## config.mk

```make
export PLATFORM = sky130hd
export DESIGN_NAME = en_reg_pipe_bank
export DESIGN_NICKNAME = d
export VERILOG_FILES = /design/src/rtl/en_reg_pipe_bank.sv
export SDC_FILE = /design/constraint.sdc
export NUM_CORES = 1
export LEC_CHECK = 0
export ABC_AREA = 1
export CAP_MARGIN = 30
export CORE_AREA = 2 2 39 41
export DETAILED_ROUTE_END_ITERATION = 16
export DIE_AREA = 0 0 41 43
export HOLD_SLACK_MARGIN = 0.08
export PLACE_DENSITY_LB_ADDON = 0.1
export SLEW_MARGIN = 25
export SYNTH_ARGS = -nofsm -noshare
export SYNTH_HDL_FRONTEND = slang
export SYNTH_SLANG_ARGS = --single-unit
```

## constraint.sdc

```tcl
create_clock -name clk -period 1.05 [get_ports clk]
set_input_delay 0.1575 -clock clk [delete_from_list [all_inputs] [get_ports clk]]
set_output_delay 0.1575 -clock clk [all_outputs]
set_load 0.03 [all_outputs]
```

## src/rtl/en_reg_pipe_bank.sv

```systemverilog
// Purpose: bank of CHANNELS independent enabled shift pipelines with cross-channel reduction, fill tracking and an optional update counter.
// Latency: d->q is DEPTH enabled cycles per channel; q_red is combinational from q; valid is derived from registered fill state.
// Backpressure: none; a channel with en low simply holds, and clr (priority over en) empties every channel. Macro EN_REG_BANK_UPD_CNT_EN adds upd_cnt.
module en_reg_pipe_bank #(
  parameter int WIDTH    = 1,
  parameter int CHANNELS = 2,
  parameter int DEPTH    = 1,
  parameter int CNT_W    = 8
) (
  input  logic                      clk,
  input  logic                      rst_n,
  input  logic                      clr,
  input  logic [CHANNELS-1:0]       en,
  input  logic [CHANNELS*WIDTH-1:0] d,
  input  logic [1:0]                mode,
  output logic [CHANNELS*WIDTH-1:0] q,
  output logic [WIDTH-1:0]          q_red,
  output logic                      valid,
  output logic [CNT_W-1:0]          upd_cnt
);

  // Fill counter only needs to reach DEPTH, where it parks.
  localparam int                FILL_W   = $clog2(DEPTH + 1);
  localparam logic [FILL_W-1:0] FILL_MAX = FILL_W'(DEPTH);

  logic [CHANNELS-1:0] full;

  for (genvar c = 0; c < CHANNELS; c++) begin : g_ch
    logic [WIDTH-1:0]  stg [DEPTH];
    logic [FILL_W-1:0] fill_cnt;

    // Shift the channel forward only on its own enable; hold otherwise, no bubbles.
    always_ff @(posedge clk or negedge rst_n) begin
      if (!rst_n) begin
        for (int k = 0; k < DEPTH; k++) stg[k] <= '0;
        fill_cnt <= '0;
      end else if (clr) begin
        for (int k = 0; k < DEPTH; k++) stg[k] <= '0;
        fill_cnt <= '0;
      end else if (en[c]) begin
        stg[0] <= d[c*WIDTH +: WIDTH];
        for (int k = 1; k < DEPTH; k++) stg[k] <= stg[k-1];
        if (fill_cnt != FILL_MAX) fill_cnt <= fill_cnt + FILL_W'(1);
      end
    end

    assign q[c*WIDTH +: WIDTH] = stg[DEPTH-1];
    assign full[c]             = (fill_cnt == FILL_MAX);
  end

  // Sticky until clr/reset because fill counters never decrement.
  assign valid = &full;

  logic [WIDTH-1:0] red_and;
  logic [WIDTH-1:0] red_or;
  logic [WIDTH-1:0] red_xor;

  // Bitwise reduction across channels, selected by mode with no register stage.
  always_comb begin
    red_and = '1;
    red_or  = '0;
    red_xor = '0;
    for (int c = 0; c < CHANNELS; c++) begin
      red_and = red_and & q[c*WIDTH +: WIDTH];
      red_or  = red_or  | q[c*WIDTH +: WIDTH];
      red_xor = red_xor ^ q[c*WIDTH +: WIDTH];
    end
    case (mode)
      2'b00:   q_red = red_and;
      2'b01:   q_red = red_or;
      2'b10:   q_red = red_xor;
      default: q_red = q[WIDTH-1:0];
    endcase
  end

`ifdef EN_REG_BANK_UPD_CNT_EN
  // Count cycles where any channel advanced; saturate instead of wrapping.
  always_ff @(posedge clk or negedge rst_n) begin
    if (!rst_n) begin
      upd_cnt <= '0;
    end else if (clr) begin
      upd_cnt <= '0;
    end else if ((|en) && (upd_cnt != {CNT_W{1'b1}})) begin
      upd_cnt <= upd_cnt + CNT_W'(1);
    end
  end
`else
  assign upd_cnt = '0;
`endif

endmodule
```

==> results of run 1 <==
-- where the power goes --
group          internal (mW)  total [mW]  switching (mW)
clock                  0.128       0.193          0.0651
combinational         0.0803       0.190           0.109
sequential             0.165       0.172         0.00719
-- cell families after synthesis --
logic type,count (synthesis),synth area share
AO/OA/AOI/OAI,2,0.03187
adder cells (fa/ha/maj),2,0.07967
buffers and inverters,20,0.3586
flip-flops,4,0.3187
other,1,0.01194
AND/OR/NAND/NOR,16,0.1992
-- worst paths after layout --
path / from / end / slack, ns / cells after the start
hold reg to reg: g_ch[0].fill_cnt / g_ch[0].fill_cnt / 0.50 / 2
max in group asynchronous: rst_n / g_ch[1].stg / 0.75 / 1
setup reg to reg: g_ch[1].stg / g_ch[1].stg / 0.23 / 3
setup / recovery: g_ch[0].stg / q_red / -0.35 / 7
hold / removal: rst_n / g_ch[0].fill_cnt / 0.13 / 1
min in group clk: g_ch[0].fill_cnt / g_ch[0].fill_cnt / 0.50 / 2
-- state kept, by name (all words and copies together) (netlist names) --
name,cells
g_ch.fill_cnt,2
g_ch.stg,2
-- worst max-delay path: cells and delay by family, from the launching register on --
| kind | cells | cell delay (ns) |
|---|---|---|
| adders and majority gates | 1 | 0.26 |
| buffers and inverters | 3 | 0.21 |
| DFF | 1 | 0.37 |
| and+or+nand+nor | 3 | 0.18 |
-- metal layers --
layer | up-vias | part of all wire | track usage
met4 | 0 | 0 | 0.06000
li1 | 144 | - | -
met2 | 9 | 0.56 | 0.1281
met5 | - | 0 | 0
met1 | 120 | 0.36 | 0.06494
met3 | 0 | 0.070 | 0.03665
-- synthesized netlist by cell type --
cell and instances:
buf_4 10, conb_1 1, dfrtp_1 4, ha_1 2, inv_1 7, inv_2 3
nand2_1 6, nand3_1 2, nor2_1 8, o21ai_1 2
-- final cells by class --
class                   count  area (um2)  area share
repair buffers             16       151.4      0.3143
multi-input cells          28       150.1      0.3117
clock buffers               3       22.52     0.04675
inverters                  10       37.54     0.07792
flip-flops and latches      4       100.1      0.2078
well taps                  16       20.02     0.04156
-- repair_timing --
| item | in CTS | in global routing |
|---|---|---|
| buffers inserted | 1 | 1 |
| pin swaps | 1 | 1 |
| resized for setup | 3 | 2 |
| setup endpoints to repair | 3 | 4 |
-- metrics by stage --
step | setup WS [ns] | cells
2_1_floorplan | -0.07546 | 52
3_3_place_gp | -0.1757 | 73
3_5_place_dp | -0.1590 | 73
4_1_cts | -0.3769 | 76
5_1_grt | -0.4182 | 77
6_report | -0.3513 | 77
==> results.toml, run 1 <==
[status]
status = "finished, violations left"
violations = "setup timing"

[timing]
clock_skew_ns = 0
fin_crit_ns = 1.401
rsz0062_at_grt = "true"
hold_ws_ns = 0.1323
maxSlewViolCount = 0
setup_viol = 3
final.period_utilization = 1.335
timing.final.ws_setup_ns = -0.3513
hold_violations = 0
tns_ns = -0.3739
max_freq_mhz = 713.6

[global_routing]
grt_max_degree = 5
grtUsageTotal = 0.07754
antenna_found_initial = 0
grt_overflow = 0
grt_pass1_vias = 229
grt_pass1_wl_um = 862

[routing]
firstDrtPassIters = 2
vias_per_cell = 3.545
wl_per_cell_um = 7.416
postRouteAntennaNets = 0
vias = 273
first_iter_violations = 3
wl_um = 571
drc = 0

[setup_path]
worstSetupEndpointType = "primary output"
cp-start-kind = "flip-flop"
arrival_ns = 1.24
cpPeakStageDelay_ns = 0.37
critical_path_class = "reg -> out"
cp_max_fo = 3
crit_required_ns = 0.89
worst_path_max_delay_cell = "dfrtp_1"
worstPathCellList = "inv_2 -> ha_4 -> inv_2 -> nand2_2 -> nand3_2 -> nand2_2 -> buf_6"

[synth]
yosysUniqueCellTypes = 10
synth_area_leaders = "dfrtp_1 (32%), buf_4 (24%), nor2_1 (9.6%)"
yosys_warnings = 0
synth_top_area_frac = 0.3187
netlist_area_um2 = 314.1
ys_seq_elements = 4
synthCells = 45
avgSynthCellArea_um2 = 6.979
synth_area_leader_cell = "dfrtp_1"
yosysSeqAreaShare = 0.3187

[cts]
root_buffer = "clkbuf_4"
clockBufferDepth = 2
clk_latency_ns = 0.23
postCtsHoldBufs = 0
path_clk_slew_ns = 0.04
htreeDepth = 1
numClockSinks = 4
cts_tree = "done"
cts_buffers = 3

[power]
p_leak_nw = 0.2695
ir_drop_mv = 0.5506
power-per-cell-area_nw_per_um2 = 1153
p_total_mw = 0.5553

[run]
drv_cap = 0

[final_layout]
insertedDiodeCount = 0
postLayoutCellArea_um2 = 481.7
drive_above_1_share = 0.3115
area_delta_synth_final_pct = 53.39
finish.utilization = 0.3481
final_cell_mix = "nor2_1 (8), conb_1 (8), clkdlybuf4s50_1 (8)"
fin_nets = 74
nFillCells = 167

[place]
gp_congestion = 0.6228
portBuffers = 12
placed_cell_area_um2 = 432.9

[floorplanning]
core-area_um2 = 1384
ioPinCount = 21
dieArea_um2 = 1763
die_w_um = 41
dieHeight_um = 43
initial_core_util = 0.2269
rows = 14

[hold_path]
min_path_type = "in -> async"
No activity file was read; power rests on OpenSTA's default activity.
==> run 2: changes to the inputs <==
GPL_ROUTABILITY_DRIVEN = 0   (was default)
==> results of run 2 <==
Final layout, timing and power as in run 1 (identical DEF).
==> run 3: changes to the inputs <==
ABC_CLOCK_PERIOD_IN_PS = 1050   (was default)
==> results of run 3 <==
Final layout, timing and power as in run 1 (identical DEF).
